===== src/rtl/waveform_sequencer.sv =====
// Playlist controller: steps through a table of {sel, DDS step, dwell} entries,
// driving the waveform generator select and the DDS phase increment.
// Latency: start sampled at edge T, entry 0 outputs at edge T+1.
// Flow control: none. start is ignored while busy, and stop aborts at the next edge.
// Optional feature: define WAVESEQ_LOOP_EN to honour the loop input.
// Without it, loop is ignored and every pass ends with done.
module waveform_sequencer #(
   parameter int DEPTH   = 8,
   parameter int AW      = 3,
   parameter int STEP_W  = 8,
   parameter int DWELL_W = 16
) (
   input  logic                          clk,
   input  logic                          rst,
   input  logic                          wr_en,
   input  logic [AW-1:0]                 wr_addr,
   input  logic [3+STEP_W+DWELL_W-1:0]   wr_data,
   input  logic [AW:0]                   seq_len,
   input  logic                          start,
   input  logic                          stop,
   input  logic                          loop,
   output logic [2:0]                    sel_out,
   output logic [STEP_W-1:0]             dds_step,
   output logic [AW-1:0]                 entry_idx,
   output logic                          busy,
   output logic                          done
);

   localparam int          DW      = 3 + STEP_W + DWELL_W;
   localparam logic [AW:0] DEPTH_L = (AW+1)'(DEPTH);

   typedef enum logic [1:0] {IDLE, LOAD, RUN, FIN} state_t;

   // Table storage. It is deliberately left out of reset.
   logic [DW-1:0]        table_q [DEPTH];

   // Sequencer state
   state_t               state_q;
   logic [AW:0]          len_q;
   logic [AW-1:0]        idx_q;
   logic [DWELL_W-1:0]   cnt_q;

   // Registered outputs
   logic [2:0]           sel_q;
   logic [STEP_W-1:0]    step_q;
   logic [AW-1:0]        eidx_q;
   logic                 busy_q;
   logic                 done_q;

   // Combinational helpers
   logic [DW-1:0]        fetch_d;
   logic [2:0]           fetch_sel_d;
   logic [STEP_W-1:0]    fetch_step_d;
   logic [DWELL_W-1:0]   fetch_dwell_d;
   logic [DWELL_W-1:0]   load_cnt_d;
   logic [AW:0]          len_clamp_d;
   logic                 is_last_d;
   logic                 loop_en_d;

`ifdef WAVESEQ_LOOP_EN
   assign loop_en_d = loop;
`else
   logic unused_loop;
   assign unused_loop = loop;
   assign loop_en_d   = 1'b0;
`endif

   // The table is read before this edge's write lands.
   // A write to the entry being fetched therefore returns the old contents.
   assign fetch_d       = table_q[idx_q];
   assign fetch_sel_d   = fetch_d[2:0];
   assign fetch_step_d  = fetch_d[STEP_W+2:3];
   assign fetch_dwell_d = fetch_d[DW-1:STEP_W+3];

   // A dwell of zero still holds the entry for one RUN cycle.
   assign load_cnt_d    = (fetch_dwell_d == '0) ? DWELL_W'(1) : fetch_dwell_d;

   // Oversized lengths are clamped to the table depth.
   assign len_clamp_d   = (seq_len > DEPTH_L) ? DEPTH_L : seq_len;

   // The increment form avoids underflow of len_q - 1.
   assign is_last_d     = (({1'b0, idx_q} + (AW+1)'(1)) == len_q);

   // Table write port: synchronous and accepted in every state.
   always_ff @(posedge clk) begin
      if (wr_en) begin
         table_q[wr_addr] <= wr_data;
      end
   end

   // Sequencer FSM with registered outputs.
   // Priority is rst, then stop while active, then the normal state flow.
   always_ff @(posedge clk) begin
      if (rst) begin
         state_q <= IDLE;
         len_q   <= '0;
         idx_q   <= '0;
         cnt_q   <= '0;
         sel_q   <= '0;
         step_q  <= '0;
         eidx_q  <= '0;
         busy_q  <= 1'b0;
         done_q  <= 1'b0;
      end else if (stop && (state_q != IDLE)) begin
         state_q <= IDLE;
         idx_q   <= '0;
         cnt_q   <= '0;
         sel_q   <= '0;
         step_q  <= '0;
         eidx_q  <= '0;
         busy_q  <= 1'b0;
         done_q  <= 1'b0;
      end else begin
         case (state_q)
            IDLE: begin
               done_q <= 1'b0;
               // A stop arriving in the same cycle cancels the start.
               // A zero-length start is dropped silently.
               if (start && !stop && (seq_len != '0)) begin
                  len_q   <= len_clamp_d;
                  idx_q   <= '0;
                  busy_q  <= 1'b1;
                  state_q <= LOAD;
               end
            end
            LOAD: begin
               sel_q   <= fetch_sel_d;
               step_q  <= fetch_step_d;
               eidx_q  <= idx_q;
               cnt_q   <= load_cnt_d;
               state_q <= RUN;
            end
            RUN: begin
               cnt_q <= cnt_q - DWELL_W'(1);
               if (cnt_q == DWELL_W'(1)) begin
                  if (!is_last_d) begin
                     idx_q   <= idx_q + AW'(1);
                     state_q <= LOAD;
                  end else if (loop_en_d) begin
                     idx_q   <= '0;
                     state_q <= LOAD;
                  end else begin
                     // The last entry stays visible during FIN, and done is raised.
                     busy_q  <= 1'b0;
                     done_q  <= 1'b1;
                     state_q <= FIN;
                  end
               end
            end
            FIN: begin
               done_q  <= 1'b0;
               idx_q   <= '0;
               sel_q   <= '0;
               step_q  <= '0;
               eidx_q  <= '0;
               state_q <= IDLE;
            end
            default: begin
               state_q <= IDLE;
            end
         endcase
      end
   end

   assign sel_out   = sel_q;
   assign dds_step  = step_q;
   assign entry_idx = eidx_q;
   assign busy      = busy_q;
   assign done      = done_q;

   // done only occurs in FIN, where busy has already dropped.
   a_done_not_busy: assert property (@(posedge clk) disable iff (rst) done_q |-> !busy_q);

endmodule


===== config.mk =====
export PLATFORM = sky130hd
export DESIGN_NAME = waveform_sequencer
export DESIGN_NICKNAME = d
export VERILOG_FILES = /design/src/rtl/waveform_sequencer.sv
export SDC_FILE = /design/constraint.sdc
export NUM_CORES = 1
export LEC_CHECK = 0
export ABC_AREA = 1
export BUFFER_PORTS_ARGS = -buffer_cell sky130_fd_sc_hd__buf_2
export CORE_MARGIN = 2
export CORE_UTILIZATION = 55
export CTS_CLUSTER_DIAMETER = 200
export DETAILED_ROUTE_END_ITERATION = 6
export PLACE_DENSITY = 0.76
export SYNTH_ARGS = -nofsm -noshare
export SYNTH_HDL_FRONTEND = slang
export SYNTH_SLANG_ARGS = --single-unit

===== constraint.sdc =====
create_clock -name clk -period 2.3 [get_ports clk]
set_clock_uncertainty 0.15 [all_clocks]
set_input_delay 0.345 -clock clk [delete_from_list [all_inputs] [get_ports clk]]
set_output_delay 0.345 -clock clk [all_outputs]
set_load 0.01 [all_outputs]

## Word level (Yosys, flattened, before mapping)

Memory sizes are Yosys's and may differ from the RTL's. A register that Yosys moved wholly into a read port is not among the register bits.
Index checks and enable logic that the tools add are counted.

| word-level totals | value |
|---|---|
| register bits | 41 |
| memory bits (writable) | 216 |
| input port bits | 40 |
| output and inout port bits | 16 |
| word-level logic and storage cells | 69 |
| memories kept | 1 |

| cells by class | value |
|---|---|
| add/sub/neg operators | 3 |
| magnitude comparators | 1 |
| eq/ne operators | 9 |
| muxes and demuxes | 25 |
| bitwise operators | 1 |
| reduce and logical (&&, ||, !) cells | 20 |

Memory list:

| name | depth | bits a word | rd ports | clocked after Yosys merged registers in | write ports | RTL line | RTL |
|---|---|---|---|---|---|---|---|
| table_q | 8 | 27 | 1 | 1 | 1 | 35 | `logic [DW-1:0] table_q [DEPTH];` |

Operators with widths:

| kind | number |
|---|---|
| 16-bit one-hot mux with 2 select lines | 1 |
| 16-bit by 1-bit == test with 1-bit output, second input constant | 1 |
| 16-bit zero test | 1 |
| 16-bit two-way mux | 1 |
| 8-bit one-hot mux with 2 select lines | 1 |
| 16-bit by 1-bit subtractor with 16-bit output, second input constant | 1 |
| 3-bit two-way mux | 5 |
| 3-bit one-hot mux with 2 select lines | 2 |
| 2-bit nonzero test | 5 |
| 3-bit one-hot mux with 3 select lines | 1 |
| 2-bit inequality test, second input constant | 4 |
| 2-bit one-hot mux with 4 select lines | 1 |
| 4-bit AND reduction | 2 |
| 1-bit two-way mux | 7 |
| 2-bit two-way mux | 3 |
| 3-bit AND reduction | 2 |
| 3-bit by 1-bit adder with 4-bit output, second input constant | 1 |
| 2-bit == test, second input constant | 2 |
| 4-bit == test | 1 |
| 4-bit > comparator, second input constant | 1 |
| 4-bit two-way mux | 1 |
| 1-bit one-hot mux with 2 select lines | 2 |
| 4-bit nonzero test | 1 |
| 2-bit OR reduction | 2 |
| other kinds (8) | 10 |

## Longest topological paths before layout

Gate-level depths: netlist (run 1).

| depth | value |
|---|---|
| depth in word-level cells | 7 |
| mapped depth | 16 |
| gate-level depth less buffers | 14 |

## Least setup slack after synthesis (run 1)

Ideal clock, no wire load.

| path | value |
|---|---|
| path type | input to register |
| start | in wr_addr[0] |
| end | mem table_q[0][0] (netlist name), enable pin |
| library setup time | 411 ps |
| arrival time | 1634 ps |
| data required time | 1739 ps |
| slack | 105 ps |
| cell stages on the path | 3 |
| buffers on the path | 0 |
| cells stage by stage | inv_1 -> nand2_1 -> nor2_1 |

RTL lines:

| what | RTL line | RTL |
|---|---|---|
| from (decl) | 16 | `input logic [AW-1:0] wr_addr,` |
| to (decl) | 35 |  |

Straight into the memory's write port.

==> impl_results.rst, run 1 <==
.. list-table::
   :header-rows: 1

   * - Metric
     - Value
   * - Outcome
     - completed
   * - Critical-path cell list
     - inv_1, ha_1, inv_1, nor4_1, nand3_1, nand2_1, nand2_1, nor2_2, nand3_1, a21oi_1
   * - Share of synthesized registers carrying an async set or reset
     - 0%
   * - Most common library cell in the layout ignoring fill and taps
     - sky130_fd_sc_hd__nand2_1
   * - Total half-perimeter wirelength after legalization and detailed placement
     - 13300 µm
   * - Post-synthesis to final-layout area growth
     - 16.1%
   * - Lkg Pwr
     - about 5.2 nW
   * - TritonCTS clock tree
     - built
   * - Core outline area
     - 19600 µm²
   * - Post-synthesis sequential area ratio
     - 66.6%
   * - Worst-margin pin slew
     - around 960 ps
   * - Kind of path behind the tightest hold check
     - in -> reg
   * - Max clock buf depth
     - 3
   * - Vias in the first global route
     - 7406
   * - Number of stages on the worst hold path
     - 4
   * - Sum of negative setup slack
     - 0 ps
   * - Synth Flop Type
     - sky130_fd_sc_hd__edfxtp_1
   * - Commonest cells after routing, fill and taps aside
     - 321 x sky130_fd_sc_hd__nand2_1, 216 x sky130_fd_sc_hd__edfxtp_1, 110 x sky130_fd_sc_hd__inv_1
   * - Starting density of the core
     - 56.5%
   * - Overflow left after global routing
     - 0
   * - Detailed-route DRC error count
     - 0
   * - Final core utilization
     - 65.6%
   * - Width of the die
     - 146 µm
   * - Cell Area, Synth
     - 11100 µm²
   * - Nets in the synthesized netlist
     - 1131
   * - Die height
     - around 150 µm
   * - Overall die area
     - ~21000 µm²
   * - Fraction of final layout cells sized beyond drive strength 1
     - 11.3%
   * - Maximum number of pins on one net before global-route repair
     - 91
   * - Final wirelength
     - ~23000 µm
   * - Clock-pin transition on the worst setup and hold timing paths
     - 60 ps
   * - Ports placed on the boundary
     - 56
   * - Number of antenna cells inserted
     - 0
   * - Number of hold violations in the final report
     - 0
   * - Depth of the worst register-to-register path
     - 10
   * - Final worst-path setup slack
     - 176 ps
   * - Clock latency on the worst-skew pair
     - 530 ps
   * - WP data arrival
     - roughly 2400 ps
   * - Number of enable flip-flop cells after synthesis
     - approximately 220
   * - First-pass GRT wire length
     - approximately 37000 µm
   * - Cell with the largest stage delay on the worst path
     - sky130_fd_sc_hd__nor4_1
   * - Maximum fanout count along the critical path
     - 5
   * - Antenna-violating nets left
     - 0
   * - Number of DRC markers in iteration 0
     - between 600 and 700
   * - Number of distinct standard cells referenced by the synthesized netlist
     - 36
   * - Critical path endpoint category
     - flop
   * - Max-slew violation count
     - 0
   * - Multiplexer fraction of the synthesized cell area
     - 0%
   * - Routed wirelength normalized by instance count
     - 16.1 µm
   * - Setup repair after global routing missed its margin
     - no
   * - Number of buffer cells added on primary ports
     - 54
   * - DP Area
     - around 12000 µm²
   * - Yosys synthesis warning count
     - 0
   * - Compound-cell area share of the yosys netlist
     - between 8 and 9%
   * - Setup WS pre-CTS
     - 254 ps
   * - Number of instances in the synthesized netlist
     - 1083
   * - Hold Startpoint
     - seq_len[3]
   * - First-pass detailed-route iteration total
     - 5
   * - Worst R2R Setup Slack
     - 180 ps
   * - Crit share post-route
     - roughly 90%
   * - Post-route cell area
     - 12900 µm²
   * - Post-Synthesis Mean Instance Area
     - slightly above 10 µm²
   * - Clock buffer count from CTS
     - 27
   * - Reg-to-reg startpoint
     - cnt_q[1]
   * - Xor/xnor share of the synthesized area
     - 0.396%
   * - Count of nets after finishing
     - 1220
   * - Crit path time final
     - 2120 ps
   * - Clock tree root driver cell
     - sky130_fd_sc_hd__clkbuf_16
   * - Ratio of total power to cell area
     - 956 nW/µm²
   * - Synthesis-stage register bit count
     - 260
   * - Headroom to the max-slew limit
     - 36.1%
   * - Peak supply drop
     - 0.000651 V
   * - Delay contributed by the slowest stage of the critical path
     - 310 ps
   * - Hold Crit Endpoint
     - len_q[2]
   * - Max H-tree Level
     - 1
   * - Number of vias in the routed layout
     - 7812
   * - WS Path Type
     - reg -> reg
   * - Max-cap violations
     - 0
   * - Final RePlAce weighted congestion
     - 0.808
   * - Hold Worst Slack
     - 63.9 ps
   * - Global-route total usage across every layer
     - between 20% and 30%
   * - Number of standard-cell rows in the floorplan
     - 51
   * - Initial antenna violation count
     - 0
   * - Simple-gate portion of the synthesized area
     - 17.6%
   * - Top achievable clock speed
     - 0.471 GHz
   * - Via/cell ratio
     - 5.37
   * - Clock sink count
     - 260
   * - Crit path launch type
     - flop
   * - Endpoints failing setup
     - 0
   * - Post-synthesis adder-cell area fraction
     - 0.904%
   * - Required time at the endpoint of the critical path
     - 2570 ps
   * - Largest family of logic cells by synthesized area
     - simple AND/OR/NAND/NOR gates
worst max path at each step:
stage | slack [ps] | startpoint | to | cells after the start
2_1_floorplan | 110 | wr_addr[0] | table_q[0][0] | 3
6_report | 180 | cnt_q[1] | flop | 10
5_1_grt | 8 | cnt_q[1] | idx_q[2] | 11
3_3_place_gp | 320 | flop | cnt_q[0] | 14
4_1_cts | 160 | cnt_q[1] | flop | 11
3_5_place_dp | 250 | flop | cnt_q[0] | 13
timing repair:
item / in CTS / in global routing
setup endpoints to repair: 0 / 3
resized for setup: 0 / 3
buffers inserted: 0 / 1
endpoints found under the hold margin: 220 / 0
hold buffers: 32 / 0
cells in the mapped netlist, types with 3 or more instances:
cell                       count  area [µm²]
sky130_fd_sc_hd__clkbuf_1     22        82.6
sky130_fd_sc_hd__ha_1          8         100
sky130_fd_sc_hd__dfxtp_1      44         881
sky130_fd_sc_hd__buf_6         5        56.3
sky130_fd_sc_hd__buf_4         9        67.6
sky130_fd_sc_hd__a21oi_1      29         145
sky130_fd_sc_hd__o211ai_1     16         120
sky130_fd_sc_hd__o221ai_1     12         105
sky130_fd_sc_hd__buf_2        13        65.1
sky130_fd_sc_hd__nor2_1      102         383
sky130_fd_sc_hd__inv_1       110         413
sky130_fd_sc_hd__a31oi_1       9        56.3
sky130_fd_sc_hd__xor2_1        3        26.3
sky130_fd_sc_hd__edfxtp_1    216        6490
sky130_fd_sc_hd__nand2_1     321        1200
sky130_fd_sc_hd__nand3_1      53         265
sky130_fd_sc_hd__nor2_2        3        18.8
sky130_fd_sc_hd__o21ai_0      71         355
sky130_fd_sc_hd__o22ai_1      11        68.8
sky130_fd_sc_hd__nor3_1        5        25.0
state kept, by name, indices dropped and copies added, names as in the netlist, named ones only:
| name | cells |
|---|---|
| busy | 1 |
| state_q | 2 |
| done | 1 |
| dds_step | 8 |
| cnt_q | 16 |
| sel_out | 3 |
| entry_idx | 3 |
| table_q | 216 |
| idx_q | 3 |
| len_q | 4 |
critical path: cells and delay by family (launching register included):
family          cells  cell delay (ps)
buf+inv             2              140
fa+ha+maj           1              170
simple gates        6             1040
compound gates      1              220
flops               1              300
cell type report:
cell class | count | area, µm²
fillers | 1459 | 6740
flip-flops and latches | 260 | 7370
multi-input cells | 659 | 3010
clock buffers | 31 | 691
well taps | 265 | 332
inverters | 113 | 440
repair buffers | 111 | 841
clock inverters | 17 | 165
through the flow:
stage,power (mW),instances
6_report,12.3,1456
5_1_grt,12.9,1456
4_1_cts,12.3,1455
3_5_place_dp,8.09,1375
3_3_place_gp,8.02,1375
2_1_floorplan,7.49,1083
where the power goes:
part           switching, mW  internal [mW]
registers              0.242           5.47
clock network           1.70           2.48
logic                   1.56          0.835
layer usage:
| layer | vias up | global-route usage [%] | routed length (µm) |
|---|---|---|---|
| met1 | 3672 | 30.3 | 10300 |
| met5 | - | 0 | 0 |
| met4 | 0 | 5.74 | 320 |
| met3 | 36 | 3.76 | 1810 |
| met2 | 296 | 35.6 | 11000 |
| li1 | 3808 | - | - |
cell families (layout without fill, tap and decap cells):
logic type | count (synthesis) | count (layout)
adders and majority gates | 8 | 8
AOI/OAI and AO/OA | 155 | 155
and+or+nand+nor | 491 | 491
buffers and inverters | 164 | 272
xor gates and xnor gates | 5 | 5
DFF | 260 | 260
Note: power is estimated with default switching activity, not from simulation.
==> inputs of run 2 (changes only) <==
--- a/config.mk
+++ b/config.mk
@@ -8,10 +8,11 @@
 export ABC_AREA = 1
 export BUFFER_PORTS_ARGS = -buffer_cell sky130_fd_sc_hd__buf_2
 export CORE_MARGIN = 2
-export CORE_UTILIZATION = 55
+export CORE_UTILIZATION = 63
+export CTS_BUF_LIST = sky130_fd_sc_hd__clkbuf_8
 export CTS_CLUSTER_DIAMETER = 200
 export DETAILED_ROUTE_END_ITERATION = 6
-export PLACE_DENSITY = 0.76
+export PLACE_DENSITY = 0.82
 export SYNTH_ARGS = -nofsm -noshare
 export SYNTH_HDL_FRONTEND = slang
 export SYNTH_SLANG_ARGS = --single-unit
==> constraint.sdc (replaced) <==
create_clock -name clk -period 2 [get_ports clk]
set_clock_uncertainty 0.15 [all_clocks]
set_input_delay 0.3 -clock clk [delete_from_list [all_inputs] [get_ports clk]]
set_output_delay 0.3 -clock clk [all_outputs]
set_load 0.01 [all_outputs]
==> impl_results.rst, run 2 (synthesized netlist as in run 1, its figures left out) <==
.. list-table::
   :header-rows: 1

   * - Metric
     - Value
   * - Overflow left after global routing
     - 0 (unchanged)
   * - Outcome
     - finished with violations
   * - Maximum fanout count along the critical path
     - 19 (+14)
   * - Fraction of final layout cells sized beyond drive strength 1
     - 14.2% (+2.8 points)
   * - Number of fill cells in the layout
     - 1062 (-27%)
   * - Vias in the first global route
     - 7669 (+3.6%)
   * - Clock-pin transition on the worst setup and hold timing paths
     - 60 ps (about the same)
   * - First-pass detailed-route iteration total
     - 5 (unchanged)
   * - Largest reg by FF count
     - table_q
   * - Width of the die
     - 137 µm (-6.4%)
   * - Number of cells in the finished layout apart from fillers
     - 1460 (+0.27%)
   * - Routed wirelength normalized by instance count
     - 17.6 µm (+9.2%)
   * - Starting density of the core
     - 64.2% (+7.7 points)
   * - Worst-margin pin slew
     - 695 ps (-261 ps)
   * - Depth of the worst register-to-register path
     - 15 (+5)
   * - Total net switching power
     - 4.22 mW (+20%)
   * - Clock sink count
     - 260 (unchanged)
   * - Most common library cell in the layout ignoring fill and taps
     - sky130_fd_sc_hd__nand2_1
   * - Sum of negative setup slack
     - -23.1 ps (-23.1 ps)
   * - Number of standard-cell rows in the floorplan
     - 48 (-5.9%)
   * - Number of buffer cells added on primary ports
     - 54 (unchanged)
   * - Endpoints failing setup
     - 1 (+1)
   * - Count of buffers added by post-CTS timing repair for setup
     - 0 (unchanged)
   * - Max-slew violation count
     - 0 (unchanged)
   * - Final wirelength
     - 25700 µm (+9.5%)
   * - Clock latency on the worst-skew pair
     - 550 ps (+20 ps)
   * - Crit share post-route
     - 101% (+8.8 points)
   * - Max reg flops
     - 216 (unchanged)
   * - Number of antenna cells inserted
     - 0 (unchanged)
   * - Ports placed on the boundary
     - 56 (unchanged)
   * - Post-route cell area
     - 13000 µm² (+1.2%)
   * - Detailed-route DRC error count
     - 0 (unchanged)
   * - Global-route total usage across every layer
     - 26.9% (+5.2 points)
   * - Peak supply drop
     - 0.000793 V (+22%)
   * - Hold Startpoint
     - start
   * - Core outline area
     - 17200 µm² (-12%)
   * - Final core utilization
     - 75.4% (+9.8 points)
   * - Post-synthesis to final-layout area growth
     - 17.5%
   * - Part of the power in combinational logic
     - 22.0% (+2.5 points)
   * - Headroom to the max-slew limit
     - 53.6% (+18 points)
   * - Flip-flop and latch area
     - 7370 µm² (unchanged)
   * - Int Power
     - 9.39 mW (+6.9%)
   * - Total half-perimeter wirelength after legalization and detailed placement
     - 14200 µm (+6.9%)
   * - Met2 Routed Length
     - 12800 µm (+16%)
   * - Top achievable clock speed
     - 0.494 GHz (+5.0%)
   * - Count of nets after finishing
     - 1250 (+2.5%)
   * - Hold Worst Slack
     - 64.1 ps (+0.218 ps)
   * - Max clock buf depth
     - 3 (unchanged)
   * - Critical path endpoint category
     - flop
   * - Violations in the final reports
     - setup timing
   * - Max H-tree Level
     - 2 (+1)
   * - Clock buffer count from CTS
     - 42 (+56%)
   * - Clock tree root driver cell
     - sky130_fd_sc_hd__clkbuf_8
   * - Endpoint of the most critical register-to-register path
     - cnt_q[0]
   * - Maximum number of pins on one net before global-route repair
     - 55 (-40%)
   * - Number of stages on the worst hold path
     - 3 (-1)
   * - Count of placed standard cells including taps
     - 1348 (-2.0%)
   * - Net switching fraction of the power
     - 31.0% (+2.5 points)
   * - Max-cap violations
     - 0 (unchanged)
   * - First-pass GRT wire length
     - 38100 µm (+3.2%)
   * - Commonest cells after routing, fill and taps aside
     - 315 x sky130_fd_sc_hd__nand2_1, 216 x sky130_fd_sc_hd__edfxtp_1, 124 x sky130_fd_sc_hd__inv_1
   * - Final RePlAce weighted congestion
     - 0.796 (-1.5%)
   * - Final worst-path setup slack
     - -23.1 ps (-199 ps)
   * - Clock power frac
     - 29.9% (-4.1 points)
   * - DP Area
     - 11800 µm² (+1.2%)
   * - Highest metal layer with signal wires
     - met4
   * - Hold Crit Endpoint
     - len_q[3]
   * - Part of the power in registers
     - 48.1% (+1.6 points)
   * - Number of DRC markers in iteration 0
     - 909 (+34%)
   * - Detail Route met3 WL
     - 2280 µm (+26%)
   * - Crit path time final
     - 2020 ps (-101 ps)
   * - Via/cell ratio
     - 5.59 (+4.1%)
   * - Required time at the endpoint of the critical path
     - 2320 ps (-250 ps)
   * - Setup repair after global routing missed its margin
     - yes
   * - Number of vias in the routed layout
     - 8158 (+4.4%)
   * - WP data arrival
     - 2340 ps (-50 ps)
   * - TritonCTS clock tree
     - built
   * - WS Path Type
     - reg -> reg
   * - Footprint of the multi-input gates
     - 3070 µm² (+1.9%)
   * - Crit path launch type
     - flop
   * - Antenna-violating nets left
     - 0 (unchanged)
   * - Wire length on met1
     - 10100 µm (-2.1%)
   * - Initial antenna violation count
     - 0 (unchanged)
   * - Overall die area
     - 18600 µm² (-12%)
   * - Ratio of total power to cell area
     - 1050 nW/µm² (+9.5%)
   * - Number of hold violations in the final report
     - 0 (unchanged)
   * - Worst R2R Setup Slack
     - -20 ps (-200 ps)
   * - Lkg Pwr
     - 5.35 nW (+2.8%)
   * - Die height
     - 137 µm (-6.4%)
   * - Kind of path behind the tightest hold check
     - in -> reg
## run 2: cell count changes in the layout (fill, tap and decap cells not counted), moves of 3 or more
cell / delta
sky130_fd_sc_hd__bufinv_16: -3
sky130_fd_sc_hd__a21oi_1: -3
sky130_fd_sc_hd__nand2_2: +6
sky130_fd_sc_hd__clkinv_1: +8
sky130_fd_sc_hd__clkbuf_1: -4
sky130_fd_sc_hd__inv_1: +14
sky130_fd_sc_hd__clkbuf_8: +43
sky130_fd_sc_hd__nand2_1: -6
sky130_fd_sc_hd__buf_6: +3
sky130_fd_sc_hd__clkbuf_16: -24
sky130_fd_sc_hd__a21oi_2: +3
sky130_fd_sc_hd__nor2_1: -3
sky130_fd_sc_hd__buf_12: +6
## run 2: per-layer routing
metal	GRT usage (%)	vias to the layer above
met3	5.78	44
met4	11.1	0
met5	0	-
li1	-	3887
met2	43.9	380
met1	35.2	3847
## run 2: repair_timing
item                                    in CTS  in global routing
endpoints found under the hold margin      220                  0
hold buffers                                32                  0
gates resized for setup                      0                 21
endpoints found under the setup margin       0                 25
## run 2: worst max-delay path by stage
stage	from	end	slack (ps)	depth (start not counted)
after floorplan	wr_addr[0]	table_q[2][0]	-150	3
after global placement	idx_q[0]	flop	120	10
after detailed placement	idx_q[0]	flop	60	10
after CTS	idx_q[0]	flop	10	10
after global routing	flop	cnt_q[0]	-160	15
final	flop	cnt_q[0]	-20	15
## run 2: area by class of cell
| cell class | instances | share of cell area (%) |
|---|---|---|
| Inverter | 113 | 3.32 |
| Timing Repair Buffer | 126 | 8.55 |
| Sequential cell | 260 | 56.7 |
| Multi-Input combinational cell | 659 | 23.6 |
| Clock buffer | 43 | 4.55 |
| Tap cell | 225 | 2.16 |
| Clock inverter | 34 | 1.12 |
## run 2: power groups by stage
stage	combinational (mW)	sequential, mW	clock, mW
after floorplan	1.97	6.64	0
after CTS	2.86	6.54	4.08
after global placement	2.68	6.62	0
after detailed placement	2.79	6.64	0
final	3.00	6.54	4.06
after global routing	3.37	6.59	4.34
## run 2: stage by stage
step / setup WS (ps) / power, mW
6_report: -23.1 / 13.6
5_1_grt: -164 / 14.3
4_1_cts: 11.8 / 13.5
3_5_place_dp: 60.9 / 9.43
3_3_place_gp: 118 / 9.31
2_1_floorplan: -150 / 8.61
## run 2: worst max-delay path: stages, from the launching register on
cell	delay, ps
sky130_fd_sc_hd__dfxtp_4	460
sky130_fd_sc_hd__inv_8	90
sky130_fd_sc_hd__buf_16	170
sky130_fd_sc_hd__nand2_1	80
sky130_fd_sc_hd__nand2_1	70
sky130_fd_sc_hd__nand2_1	80
sky130_fd_sc_hd__o21ai_0	110
sky130_fd_sc_hd__nand2_1	100
sky130_fd_sc_hd__nand2_2	100
sky130_fd_sc_hd__nor2_2	100
sky130_fd_sc_hd__nand2_1	70
sky130_fd_sc_hd__nor2_1	80
sky130_fd_sc_hd__nand2_1	50
sky130_fd_sc_hd__nand2_1	70
sky130_fd_sc_hd__nand2_1	60
sky130_fd_sc_hd__a21oi_2	120
